[src/rtl/pc_gen_if.sv]
// Fetch-side bundle between the redirect sources and the PC generator.
// Master drives the requests; slave returns the current fetch address.
interface pc_gen_if #(
    parameter int AW = 32
);
    logic          Stall;
    logic          BrEn;
    logic [AW-1:0] BrTarget;
    logic          EretEn;
    logic [AW-1:0] EpcIn;
    logic          ExcEn;
    logic [AW-1:0] PCReg;
    logic [AW-1:0] PCRegP4;
    logic          PCValid;
    logic          RedirPending;
    logic          MisalignErr;

    modport master (
        output Stall, BrEn, BrTarget,
        output EretEn, EpcIn, ExcEn,
        input  PCReg, PCRegP4, PCValid,
        input  RedirPending, MisalignErr
    );

    modport slave (
        input  Stall, BrEn, BrTarget,
        input  EretEn, EpcIn, ExcEn,
        output PCReg, PCRegP4, PCValid,
        output RedirPending, MisalignErr
    );
endinterface

[src/rtl/pc_gen.sv]
// IF-stage program counter with stall hold and prioritised redirects.
// Redirects seen while stalled are parked until the stall releases.
module pc_gen #(
    parameter int          AW        = 32,
    parameter logic [31:0] RESET_VEC = 32'hBFC00000,
    parameter logic [31:0] EXC_VEC   = 32'hBFC00380,
    parameter int          STEP      = 4
) (
    input  logic      Clk,
    input  logic      Rst,
    pc_gen_if.slave   pc_bus
);

    localparam logic [AW-1:0] RST_PC = AW'(RESET_VEC);
    localparam logic [AW-1:0] EXC_PC = AW'(EXC_VEC);
    localparam logic [AW-1:0] INC    = AW'(STEP);

    logic [AW-1:0] r_pc;
    logic [1:0]    r_pend_rank;
    logic [AW-1:0] r_pend_tgt;
    logic          r_valid;

    logic [1:0]    w_in_rank;
    logic [AW-1:0] w_in_tgt;
    logic          w_take;
    logic [AW-1:0] w_pc_inc;

    // Rank 3/2/1 = exception/ERET/branch; 0 means no request.
    always_comb begin
        w_in_rank = 2'd0;
        w_in_tgt  = pc_bus.BrTarget;
        unique case (1'b1)
            pc_bus.ExcEn: begin
                w_in_rank = 2'd3;
                w_in_tgt  = EXC_PC;
            end
            !pc_bus.ExcEn && pc_bus.EretEn: begin
                w_in_rank = 2'd2;
                w_in_tgt  = pc_bus.EpcIn;
            end
            !pc_bus.ExcEn && !pc_bus.EretEn
                && pc_bus.BrEn: begin
                w_in_rank = 2'd1;
                w_in_tgt  = pc_bus.BrTarget;
            end
            default: begin
                w_in_rank = 2'd0;
                w_in_tgt  = pc_bus.BrTarget;
            end
        endcase
    end

    // Ties go to the newer request.
    assign w_take = (w_in_rank != 2'd0)
                 && (w_in_rank >= r_pend_rank);

    assign w_pc_inc = r_pc + INC;

    always_ff @(posedge Clk or negedge Rst) begin
        if (!Rst) begin
            r_pc        <= RST_PC;
            r_pend_rank <= 2'd0;
            r_pend_tgt  <= '0;
            r_valid     <= 1'b0;
        end else begin
            r_valid <= 1'b1;
            if (!pc_bus.Stall) begin
                if (w_take) begin
                    r_pc <= w_in_tgt;
                end else if (r_pend_rank != 2'd0) begin
                    r_pc <= r_pend_tgt;
                end else begin
                    r_pc <= w_pc_inc;
                end
                r_pend_rank <= 2'd0;
            end else if (w_take) begin
                r_pend_rank <= w_in_rank;
                r_pend_tgt  <= w_in_tgt;
            end
        end
    end

    assign pc_bus.PCReg        = r_pc;
    assign pc_bus.PCRegP4      = w_pc_inc;
    assign pc_bus.PCValid      = r_valid;
    assign pc_bus.RedirPending = (r_pend_rank != 2'd0);
    assign pc_bus.MisalignErr  = |r_pc[1:0];

endmodule

[src/flat_wrapper.sv]
// flat-port wrapper written by rule: the top's interface ports become plain ports
module pc_gen_flat 
#(
    parameter int          AW        = 32,
    parameter logic [31:0] RESET_VEC = 32'hBFC00000,
    parameter logic [31:0] EXC_VEC   = 32'hBFC00380,
    parameter int          STEP      = 4
)
  (Clk, Rst, pc_bus_Stall, pc_bus_BrEn, pc_bus_BrTarget, pc_bus_EretEn, pc_bus_EpcIn, pc_bus_ExcEn, pc_bus_PCReg, pc_bus_PCRegP4, pc_bus_PCValid, pc_bus_RedirPending, pc_bus_MisalignErr);
  pc_gen_if #(.AW(AW)) pc_bus_i ();
  input  logic Clk;
  input  logic Rst;
  input wire logic [$bits(pc_bus_i.Stall)-1:0] pc_bus_Stall;
  input wire logic [$bits(pc_bus_i.BrEn)-1:0] pc_bus_BrEn;
  input wire logic [$bits(pc_bus_i.BrTarget)-1:0] pc_bus_BrTarget;
  input wire logic [$bits(pc_bus_i.EretEn)-1:0] pc_bus_EretEn;
  input wire logic [$bits(pc_bus_i.EpcIn)-1:0] pc_bus_EpcIn;
  input wire logic [$bits(pc_bus_i.ExcEn)-1:0] pc_bus_ExcEn;
  output wire logic [$bits(pc_bus_i.PCReg)-1:0] pc_bus_PCReg;
  output wire logic [$bits(pc_bus_i.PCRegP4)-1:0] pc_bus_PCRegP4;
  output wire logic [$bits(pc_bus_i.PCValid)-1:0] pc_bus_PCValid;
  output wire logic [$bits(pc_bus_i.RedirPending)-1:0] pc_bus_RedirPending;
  output wire logic [$bits(pc_bus_i.MisalignErr)-1:0] pc_bus_MisalignErr;
  assign pc_bus_i.Stall = pc_bus_Stall;
  assign pc_bus_i.BrEn = pc_bus_BrEn;
  assign pc_bus_i.BrTarget = pc_bus_BrTarget;
  assign pc_bus_i.EretEn = pc_bus_EretEn;
  assign pc_bus_i.EpcIn = pc_bus_EpcIn;
  assign pc_bus_i.ExcEn = pc_bus_ExcEn;
  assign pc_bus_PCReg = pc_bus_i.PCReg;
  assign pc_bus_PCRegP4 = pc_bus_i.PCRegP4;
  assign pc_bus_PCValid = pc_bus_i.PCValid;
  assign pc_bus_RedirPending = pc_bus_i.RedirPending;
  assign pc_bus_MisalignErr = pc_bus_i.MisalignErr;
  pc_gen #(.AW(AW), .RESET_VEC(RESET_VEC), .EXC_VEC(EXC_VEC), .STEP(STEP)) u_core (.Clk(Clk), .Rst(Rst), .pc_bus(pc_bus_i));
endmodule
[config.mk]
export PLATFORM = sky130hd
export DESIGN_NAME = pc_gen_flat
export DESIGN_NICKNAME = d
export VERILOG_FILES = /design/src/rtl/pc_gen_if.sv /design/src/rtl/pc_gen.sv /design/src/flat_wrapper.sv
export SDC_FILE = /design/constraint.sdc
export NUM_CORES = 1
export LEC_CHECK = 0
export CORE_UTILIZATION = 47
export DETAILED_ROUTE_END_ITERATION = 6
export PLACE_DENSITY = 0.81
export SLEW_MARGIN = 20
export SYNTH_ARGS = -nofsm -noshare
export SYNTH_HDL_FRONTEND = slang
export SYNTH_SLANG_ARGS = --single-unit
[constraint.sdc]
create_clock -name Clk -period 6.45 [get_ports Clk]
set_input_delay 1.935 -clock Clk [delete_from_list [all_inputs] [get_ports Clk]]
set_output_delay 1.935 -clock Clk [all_outputs]
set_load 0.01 [all_outputs]
==> summary.txt, run 1 <==
Die
  – Core box area: 8760 um^2
  – Chip height: 97.5 um
  – IO Pins: 137
  – Die area: 9510 um^2
  – Num rows: 34
  – Initial Util: 48.9%
  – Die Wd: 97.5 um

Layout
  – Share of cells above drive strength 1: 11.7%
  – Design area: 5910 um^2
  – Area Growth Syn to Fin: 37.9%
  – Nets: 683
  – Layout filler cell count: 705
  – Post-Layout Cell Count: 723
  – Ant. Diodes: 0
  – Layout Utilization: 67.4%

Power and ir drop
  – Pwr Density: 281 nW/um^2
  – Clk pwr share: 24.5%
  – Peak supply drop: 0.121 mV
  – Switch share: 34.1%
  – Pleak: 0.00245 uW
  – Cell internal pwr: 1090 uW
  – P_sw: 566 uW
  – Sequential share of power: 37.4%
  – Combinational Power Share: 38.2%

Route
  – Post-Route WL: 12.9 mm
  – Wire length per cell: 17.9 um
  – Vias: 4,211
  – 1st-iter DRT viols: 263
  – Drt pass-1 iters: 5
  – Vias per inst: 5.82
  – Routed Antenna Nets: 0
  – DRC Markers: 0

Synthesis
  – Post-synthesis mux area share: 9.02%
  – Most used DFF post-synth: dfrtp_1
  – Synthesis Warnings: 0
  – Number of distinct library cells after synthesis: 59
  – Synth Area in Adders: 0.876%
  – Post-Synth XOR/XNOR Area: 5.52%
  – Async SR Flop Fraction: 100%
  – Simple-Gate Fraction of Synth Area: 22.5%
  – Post-synth top area cell: dfrtp_1
  – Cell count after synthesis: 492
  – Syn_area_per_cell: 8.71 um^2
  – Seq cells post-synth: 67
  – Post-synthesis sequential area ratio: 39.4%
  – EDFF count, synth: 0
  – Yosys top cell area share: 33.9%
  – Top area cells in the synthesized netlist: dfrtp_1 (34%), mux2i_1 (5.6%), dfstp_2 (5.5%), nand2_1 (5.3%), o21ai_0 (4.0%)
  – Largest family of logic cells by synthesized area: simple AND/OR/NAND/NOR gates
  – Syn Nets: 565
  – Mapped Area: 4290 um^2
  – Synth Area in Compound Gates: 18.2%

Timing
  – Hold_ws: 0.483 ns
  – Setup TNS Final: 0 ns
  – Final period utilization: 79.2%
  – Fmax: 196 MHz
  – Final hold vios: 0
  – Pins Over Slew Limit: 0
  – Setup Skew: 0.0130 ns
  – RSZ-0062 raised after global routing: no
  – Slew @ Worst Pin: 1.05 ns
  – Slew headroom: 29.5%
  – Final setup vio count: 0
  – Post-route minimum period: 5.11 ns

CTS
  – Post-CTS sizing: 0
  – H-tree depth: 3
  – Sink count of the clock tree: 67
  – Clk_lat worst skew: 0.35 ns
  – Post-CTS setup buffer count: 0
  – Clock Tree Buf Depth: 2
  – CTS tree: yes
  – CTS root buf: clkbuf_8
  – Reg clk slew, reported paths: 0.08 ns
  – CTS hold repair buffers: 0
  – CTS Buf Count: 9

Place
  – Final Wtd Congestion: 0.871
  – Post-DP Area: 5680 um^2
  – Post-DP HPWL: 9.10 mm
  – Buffers on Ports: 136
  – Placed instance count: 707

Critical path
  – Reg-to-Reg End: u_core.pc_bus.PCReg[7]$_DFFE_PN0N_
  – CP max FO: 7
  – Worst r2r src: u_core.r_pend_rank[0]$_DFFE_PN0P_
  – Element type at the critical path start: register
  – Worst Setup Path Type: register to output pin
  – CP endpoint kind: output pin
  – CP max-delay cell: or4_1
  – R2R setup slack: 3.60 ns
  – Crit path to: pc_bus_PCRegP4[25]
  – Crit path DAT: 3.17 ns
  – Worst setup path startpoint: u_core.pc_bus.PCReg[11]$_DFFE_PN0N_
  – CP required: 4.51 ns
  – Worst reg2reg path depth: 7
  – Crit-path cells: nand3_2 -> nor4_2 -> nand2_1 -> or4_1 -> xnor2_1 -> clkdlybuf4s50_1
  – Max incr delay on CP: 0.64 ns

Global route
  – Met1 Resource Use GR: 37.1%
  – First-pass GRT wire length: 20.8 mm
  – All-Layer GR Usage: 27.6%
  – GRT overflow: 0
  – Largest net degree at the start of global routing: 68
  – Met3 usage: 3.74%
  – Vias in the first global route: 4,119
  – Grt peak-use layer: met2
  – Antenna violations before repair: 0
  – Grt met2 use: 45.9%

Min path
  – Worst Hold Depth: 2
  – Worst hold path type: register to register

Job
  – Max cap viols: 0

Status
  – Outcome: completed
-- flip-flops by register name (all words and copies together), names as in the netlist --
| name | count |
|---|---|
| u_core.pc_bus.PCReg | 32 |
| u_core.r_pend_tgt | 32 |
| u_core.r_pend_rank | 2 |
| u_core.pc_bus.PCValid | 1 |
-- through the flow --
step           setup slack [ns]  power [uW]
2_1_floorplan              1.78         924
3_3_place_gp               1.41        1230
3_5_place_dp               1.30        1250
4_1_cts                    1.36        1660
5_1_grt                    1.20        1740
6_report                   1.34        1660
-- layer usage --
layer  wire, um  up-vias
li1           -     1990
met1       5610     2001
met2       6310      200
met3        798       20
met4        217        0
met5          0        -
-- critical path, delay by kind of cell (launching register included) --
| family | cells | cell delay (ns) |
|---|---|---|
| flip-flops | 1 | 0.46 |
| AND/OR/NAND/NOR | 4 | 1.63 |
| XOR/XNOR | 1 | 0.18 |
| buffers and inverters | 1 | 0.55 |
-- cell usage in the layout, fill, tap and decap left out, types with 10 or more instances in the layout --
cell type        count
nand3_1             14
o31ai_1             10
xnor2_1             15
a211oi_1            13
nor3_1              12
mux2i_1             24
a21oi_1             20
dfrtp_1             58
xor2_1              12
mux2_2              13
o21ai_0             34
nor2_1              39
and2_1              11
clkdlybuf4s50_1    133
clkbuf_8            11
nand2_1             60
-- cells in the mapped netlist (all sizes together), types with 5 or more instances --
cell type	instances
nand2	61
dfrtp	58
nor2	40
o21ai	37
clkbuf	29
mux2i	24
a21oi	20
nand3	15
xnor2	15
and2	14
a211oi	13
mux2	13
nor3	13
xor2	12
o31ai	10
or2	10
and3	9
dfstp	9
inv	9
buf	8
nor4	6
or4	6
a221o	5
nand2b	5
-- cell families after synthesis --
kind of cell / Yosys count
and+or+nand+nor: 192
AOI/OAI and AO/OA: 118
DFF: 67
buffers and inverters: 47
muxes: 37
xor gates and xnor gates: 27
adders and majority gates: 3
other: 1
-- power by group through the flow --
stage / logic [uW] / registers, uW / clock network, uW
floorplan: 305 / 619 / 0
global placement: 616 / 619 / 0
detailed placement: 630 / 625 / 0
CTS: 634 / 618 / 404
global route: 684 / 633 / 423
finish: 633 / 620 / 406
-- worst min-delay path by stage --
| stage | from | endpoint |
|---|---|---|
| after floorplan | u_core.r_pend_tgt[17]$_DFFE_PN0P_ | u_core.r_pend_tgt[17]$_DFFE_PN0P_ |
| after global routing | u_core.r_pend_tgt[22]$_DFFE_PN0P_ | u_core.r_pend_tgt[22]$_DFFE_PN0P_ |
| after CTS | u_core.r_pend_tgt[3]$_DFFE_PN0P_ | u_core.r_pend_tgt[3]$_DFFE_PN0P_ |
| after detailed placement | u_core.r_pend_tgt[3]$_DFFE_PN0P_ | u_core.r_pend_tgt[3]$_DFFE_PN0P_ |
| after global placement | u_core.r_pend_tgt[17]$_DFFE_PN0P_ | u_core.r_pend_tgt[17]$_DFFE_PN0P_ |
| final | u_core.r_pend_tgt[25]$_DFFE_PN0P_ | u_core.r_pend_tgt[25]$_DFFE_PN0P_ |
-- final cells by class --
cell class | count | area [um^2] | area share (%)
Tap cell | 108 | 135 | 2.29
Multi-Input combinational cell | 378 | 2420 | 40.9
Clock inverter | 5 | 75.1 | 1.27
Timing Repair Buffer | 144 | 1410 | 23.8
Clock buffer | 11 | 151 | 2.56
Inverter | 10 | 37.5 | 0.635
Sequential cell | 67 | 1690 | 28.6
No activity file was read; power rests on OpenSTA's default activity.
==> run 2, diff against run 1 <==
==> constraint.sdc (replaced) <==
create_clock -name Clk -period 5.2 [get_ports Clk]
set_input_delay 1.56 -clock Clk [delete_from_list [all_inputs] [get_ports Clk]]
set_output_delay 1.56 -clock Clk [all_outputs]
set_load 0.01 [all_outputs]
==> run 2 against run 1 <==
Compared with the run above: worst hold slack worse by 0.0046 ns; routed wire length is 1.6% lower; sequential share of layout area hardly changed; final area hardly changed; global-route usage is 0.30 points lower; clock-buffer cell count is 2 higher; non-clock buffer count is 4 higher; final cell count is 0.41% higher; largest power group unchanged.
==> summary.txt, run 2 (synthesized netlist as in run 1, its figures left out) <==
Status
  – Outcome: completed

Power and ir drop
  – Clk pwr share: 20.4% (-4.1 points)
  – Sequential share of power: 39.1% (+1.7 points)
  – Pleak: 0.00246 uW (about the same)
  – Combinational Power Share: 40.5% (+2.3 points)
  – P_sw: 688 uW (+22%)
  – Switch share: 35.0% (+0.91 points)
  – Peak supply drop: 0.133 mV (+10%)
  – Pwr Density: 333 nW/um^2 (+19%)
  – Cell internal pwr: 1280 uW (+17%)

Die
  – Chip height: 97.5 um (unchanged)
  – Die area: 9510 um^2 (unchanged)
  – Core box area: 8760 um^2 (unchanged)
  – Num rows: 34 (unchanged)
  – Die Wd: 97.5 um (unchanged)
  – Initial Util: 48.9% (unchanged)
  – IO Pins: 137 (unchanged)

Route
  – Vias: 4,322 (+2.6%)
  – DRC Markers: 0 (unchanged)
  – Post-Route WL: 12.7 mm (-1.6%)
  – Drt pass-1 iters: 5 (unchanged)
  – Wire length per cell: 17.5 um (-2.0%)
  – Routed Antenna Nets: 0 (unchanged)
  – 1st-iter DRT viols: 278 (+5.7%)
  – Vias per inst: 5.95 (+2.2%)

Place
  – Final Wtd Congestion: 0.931 (+6.9%)
  – Post-DP Area: 5730 um^2 (+0.75%)
  – Post-DP HPWL: 9.06 mm (-0.47%)
  – Placed instance count: 711 (+0.57%)
  – Buffers on Ports: 136 (unchanged)

CTS
  – Clk_lat worst skew: 0.34 ns (about the same)
  – H-tree depth: 3 (unchanged)
  – CTS Buf Count: 9 (unchanged)
  – CTS hold repair buffers: 0 (unchanged)
  – Post-CTS setup buffer count: 0 (unchanged)
  – Clock Tree Buf Depth: 2 (unchanged)
  – Sink count of the clock tree: 67 (unchanged)
  – CTS tree: yes
  – CTS root buf: clkbuf_8
  – Reg clk slew, reported paths: 0.07 ns (about the same)
  – Post-CTS sizing: 0 (unchanged)

Global route
  – First-pass GRT wire length: 21.0 mm (+0.70%)
  – Antenna violations before repair: 0 (unchanged)
  – Largest net degree at the start of global routing: 57 (-16%)
  – All-Layer GR Usage: 27.3% (-0.30 points)
  – GRT overflow: 0 (unchanged)
  – Vias in the first global route: 4,229 (+2.7%)

Timing
  – Fmax: 219 MHz
  – Final hold vios: 0 (unchanged)
  – Slew headroom: 28.6% (-0.92 points)
  – Pins Over Slew Limit: 0 (unchanged)
  – Final setup vio count: 0 (unchanged)
  – Final period utilization: 87.7%
  – Setup Skew: 0.0117 ns (-0.00136 ns)
  – RSZ-0062 raised after global routing: no
  – Setup TNS Final: 0 ns (unchanged)
  – Slew @ Worst Pin: 1.07 ns (+0.0163 ns)
  – Post-route minimum period: 4.56 ns

Job
  – Max cap viols: 0 (unchanged)

Layout
  – Ant. Diodes: 0 (unchanged)
  – Commonest non-fill, non-tap cells in the layout: clkdlybuf4s50_1 (133), nand2_1 (60), dfrtp_1 (58)
  – Nets: 687 (+0.59%)
  – Area Growth Syn to Fin: 37.8% (about the same)
  – Commonest non-fill, non-tap cell in the layout: clkdlybuf4s50_1
  – Share of cells above drive strength 1: 12.0% (+0.27 points)
  – Layout Utilization: 67.4% (about the same)
  – Design area: 5910 um^2 (about the same)
  – Post-Layout Cell Count: 726 (+0.41%)

Critical path
  – CP required: 3.64 ns (-0.87 ns)
  – CP endpoint kind: output pin
  – Crit path DAT: 3.00 ns (-0.17 ns)
  – Element type at the critical path start: register
  – Worst Setup Path Type: register to output pin
  – CP max FO: 7 (unchanged)

Min path
  – Worst hold path type: register to register
==> run 2: cell count changes in the layout (fill, tap and decap cells not counted) <==
cell and delta:
buf_2 -1, buf_12 +1, clkbuf_8 +1, clkbuf_1 +1, clkinv_2 -1, bufinv_16 -2
buf_4 +4
==> run 2: path summary, 6_finish.rpt <==
path,start,end,slack [ns],depth (start not counted)
setup / recovery,u_core.pc_bus.PCReg[11]$_DFFE_PN0N_,pc_bus_PCRegP4[25],0.64,6
hold / removal,u_core.r_pend_tgt[28]$_DFFE_PN0P_,u_core.r_pend_tgt[28]$_DFFE_PN0P_,0.48,2
setup reg to reg,u_core.pc_bus.PCReg[11]$_DFFE_PN0N_,u_core.pc_bus.PCReg[25]$_DFFE_PN1N_,2.73,6
hold reg to reg,u_core.r_pend_tgt[28]$_DFFE_PN0P_,u_core.r_pend_tgt[28]$_DFFE_PN0P_,0.48,2
max in group asynchronous,Rst,u_core.r_pend_rank[0]$_DFFE_PN0P_,3.24,2
min in group asynchronous,Rst,u_core.r_pend_tgt[17]$_DFFE_PN0P_,1.23,1
==> run 2: power groups by stage <==
stage               registers (uW)  logic (uW)  clock network, uW
CTS                            764         794                402
global placement               765         775                  0
detailed placement             773         790                  0
finish                         768         796                400
global route                   785         856                420
floorplan                      768         378                  0
==> run 2: area by class of cell <==
type	instances	area, um^2
sequential	67	1690
fill	713	2860
multi-input combinational	378	2420
timing repair buffer	148	1450
tap	108	135
inverter	10	37.5
clock inverter	2	10.0
clock buffer	13	169
==> run 2: critical path: stages, from the launching register on <==
cell	delay, ns
dfrtp_1	0.46
nand3_2	0.19
nor4_2	0.41
nand2_1	0.27
or4_1	0.60
xnor2_1	0.18
clkdlybuf4s50_1	0.55
==> run 2: metrics by stage <==
step	worst slack, ns	hold WS [ns]	total power (uW)
5_1_grt	0.422	0.502	2060
3_5_place_dp	0.877	0.465	1560
4_1_cts	0.670	0.481	1960
2_1_floorplan	0.905	0.441	1150
3_3_place_gp	0.967	0.455	1540
6_report	0.641	0.478	1960
==> run 2: metal layers <==
layer / wire length (um) / global-route usage, % / part of all wire [%] / vias up
met3: 1040 / 4.46 / 8.1 / 21
met1: 5250 / 35.9 / 41 / 2063
met4: 256 / 10.4 / 2.0 / 0
met2: 6190 / 45.1 / 49 / 242
li1: - / - / - / 1996
met5: 0 / 0 / 0 / -
==> patch (settings of run 1) <==
`AW` is set to 32 in 3 places; all go to 16.
--- a/src/rtl/pc_gen_if.sv
+++ b/src/rtl/pc_gen_if.sv
@@ -1,7 +1,7 @@
 // Fetch-side bundle between the redirect sources and the PC generator.
 // Master drives the requests; slave returns the current fetch address.
 interface pc_gen_if #(
-    parameter int AW = 32
+    parameter int AW = 16
 );
     logic          Stall;
     logic          BrEn;
--- a/src/rtl/pc_gen.sv
+++ b/src/rtl/pc_gen.sv
@@ -1,7 +1,7 @@
 // IF-stage program counter with stall hold and prioritised redirects.
 // Redirects seen while stalled are parked until the stall releases.
 module pc_gen #(
-    parameter int          AW        = 32,
+    parameter int          AW        = 16,
     parameter logic [31:0] RESET_VEC = 32'hBFC00000,
     parameter logic [31:0] EXC_VEC   = 32'hBFC00380,
     parameter int          STEP      = 4
--- a/src/flat_wrapper.sv
+++ b/src/flat_wrapper.sv
@@ -1,7 +1,7 @@
 // flat-port wrapper written by rule: the top's interface ports become plain ports
 module pc_gen_flat 
 #(
-    parameter int          AW        = 32,
+    parameter int          AW        = 16,
     parameter logic [31:0] RESET_VEC = 32'hBFC00000,
     parameter logic [31:0] EXC_VEC   = 32'hBFC00380,
     parameter int          STEP      = 4
Interface: changed (resized pc_bus_BrTarget, pc_bus_EpcIn, pc_bus_PCReg and pc_bus_PCRegP4); port bits go from 137 to 73. The function was not compared with the original's and may differ.
==> patch against run 1 <==
- clock power decreased by 57%
- count of clock-buffer cells in the layout decreased by 3
- design area decreased by 49%
- power decreased by 49%
- sequential cell count decreased by 32
- synthesized area decreased by 49%
- worst setup slack improved by 0.45 ns
- wire length decreased by 57%
- critical path depth increased by 3
- critical endpoint is now u_core.pc_bus.PCReg[5]$_DFFE_PN0N_
==> patch: results (changes against run 1) <==
* Synth warn at 0 (unchanged)
* Register area share after synthesis at 40.1% (was 39.4%)
* DR pass1 iterations at 4 (was 5)
* Worst Hold Depth at 1 (was 2)
* Later-pin clock latency in the skew report at 0.29 ns (was 0.35 ns)
* Min-Delay Path Class: flip-flop to flip-flop (unchanged)
* Largest stage delay, worst path at 0.98 ns (was 0.64 ns)
* Count of different cell masters after synthesis at 44 (was 59)
* Initial antenna violation count at 0 (unchanged)
* Crit Path Max Fanout at 20 (was 7)
* CTS Buf Count at 5 (was 9)
* First-pass GRT wire length at 9.52 mm (was 20.8 mm)
* Critical path's top delay family: buffers and inverters (was simple AND/OR/NAND/NOR gates)
* Tot GR Track Use at 24.8% (was 27.6%)
* Commonest cells post-synth: 35 x dfrtp_1, 35 x nor2_1, 18 x mux2_2 (was 61 x nand2_1, 58 x dfrtp_1, 40 x nor2_1)
* Layout cell share with drive strength beyond 1 at 14.0% (was 11.7%)
* CTS clk-pin slew, worst paths at roughly 0.07 ns
* Status: completed (unchanged)
* Largest net degree at the start of global routing at 36 (was 68)
* IR drop worst, VDD at 0.144 mV (was 0.121 mV)
* Vias in the first global route at 1907 (was 4119)
* # diodes at 0 (unchanged)
* R2R depth at 7 (unchanged)
* Port bufs at 72 (was 136)
* Tightest Pin Transition at 0.811 ns (was 1.05 ns)
* Slowest CP cell: clkdlybuf4s50_1 (was or4_1)
* DR iter-0 viols at 152 (was 263)
* Largest cells by area after synthesis: dfrtp_1 40%, mux2_2 9.3%, mux2i_1 7.8%, nor2_1 6.0%, a221o_1 3.2% (was dfrtp_1 34%, mux2i_1 5.6%, dfstp_2 5.5%, nand2_1 5.3%, o21ai_0 4.0%)
* GP Congestion at 0.811 (was 0.871)
* Total wire length at 5.58 mm (was 12.9 mm)
* Critical path arrival at 4.83 ns (was 3.17 ns)
* Post-synthesis net count at 263 (was 565)
* Fin nets at 333 (was 683)
* Vias per Instance at 5.71 (was 5.82)
* Post-DP HPWL at 4.02 mm (was 9.10 mm)
* Htree depth at 2 (was 3)
* CTS Root Cell: clkbuf_8 (unchanged)
* Leak pwr at 1.33 nW (was 2.45 nW)
* Clock Skews at 0.00210 ns (was 0.0130 ns)
patch: cells by family (layout without fill, tap and decap cells):
| kind of cell | Yosys count | count (layout) | synth area share, % |
|---|---|---|---|
| simple gates | 78 | 78 | 18.6 |
| mux | 36 | 36 | 17.8 |
| flops | 35 | 35 | 40.1 |
| compound gates | 34 | 34 | 11.9 |
| buf+inv | 23 | 94 | 4.99 |
| xor+xnor | 12 | 12 | 4.81 |
| fa+ha+maj | 3 | 3 | 1.72 |
| other cells | 1 | 1 | 0.172 |
patch: worst paths after layout:
check	from	end	slack, ns
max in group asynchronous	Rst	u_core.r_pend_tgt[10]$_DFFE_PN0P_	4.07
max reg2reg	u_core.r_pend_rank[0]$_DFFE_PN0P_	u_core.pc_bus.PCReg[5]$_DFFE_PN0N_	4.22
min	u_core.r_pend_tgt[3]$_DFFE_PN0P_	u_core.r_pend_tgt[3]$_DFFE_PN0P_	0.50
min in group asynchronous	Rst	u_core.r_pend_tgt[9]$_DFFE_PN0P_	2.06
min reg2reg	u_core.r_pend_tgt[3]$_DFFE_PN0P_	u_core.r_pend_tgt[3]$_DFFE_PN0P_	0.50
max	pc_bus_ExcEn	u_core.pc_bus.PCReg[5]$_DFFE_PN0N_	1.79
patch: layer usage:
layer | global-route usage (%) | vias to the layer above | wire length [µm]
met5 | 0 | - | 0
met4 | 5.33 | 0 | 61
met3 | 5.63 | 9 | 290
met2 | 41.0 | 69 | 2860
met1 | 33.3 | 961 | 2370
li1 | - | 930 | -
patch: layout make-up:
| cell class | count | area, µm² |
|---|---|---|
| Clock buffer | 8 | 100 |
| Fill cell | 351 | 1380 |
| Inverter | 9 | 33.8 |
| Multi-Input combinational cell | 164 | 1200 |
| Sequential cell | 35 | 876 |
| Tap cell | 52 | 65.1 |
| Timing Repair Buffer | 77 | 758 |
patch: per-stage QoR:
step	area [µm²]	worst slack (ns)	std cells	total power, mW	hold slack, ns
after global placement	2930	1.66	337	0.655	0.480
after floorplan	2180	2.33	222	0.493	0.471
after detailed placement	2930	1.55	337	0.665	0.488
after CTS	3030	1.84	345	0.840	0.503
after global routing	3030	1.64	345	0.887	0.521
final	3030	1.79	345	0.837	0.501
patch: report_power, final:
group          leakage (nW)  internal [mW]  switching [mW]
Clock                0.0515         0.0974          0.0782
Sequential            0.435          0.265          0.0472
Combinational         0.845          0.196           0.154
Total                  1.33          0.558           0.279
patch: worst reg2reg max path, delay by kind of cell, from the launching register on:
family | cells | cell delay [ns]
adder cells (fa/ha/maj) | 1 | 0.29
buffers and inverters | 1 | 0.25
flip-flops | 1 | 0.40
AO/OA/AOI/OAI | 2 | 0.51
AND/OR/NAND/NOR | 3 | 0.68
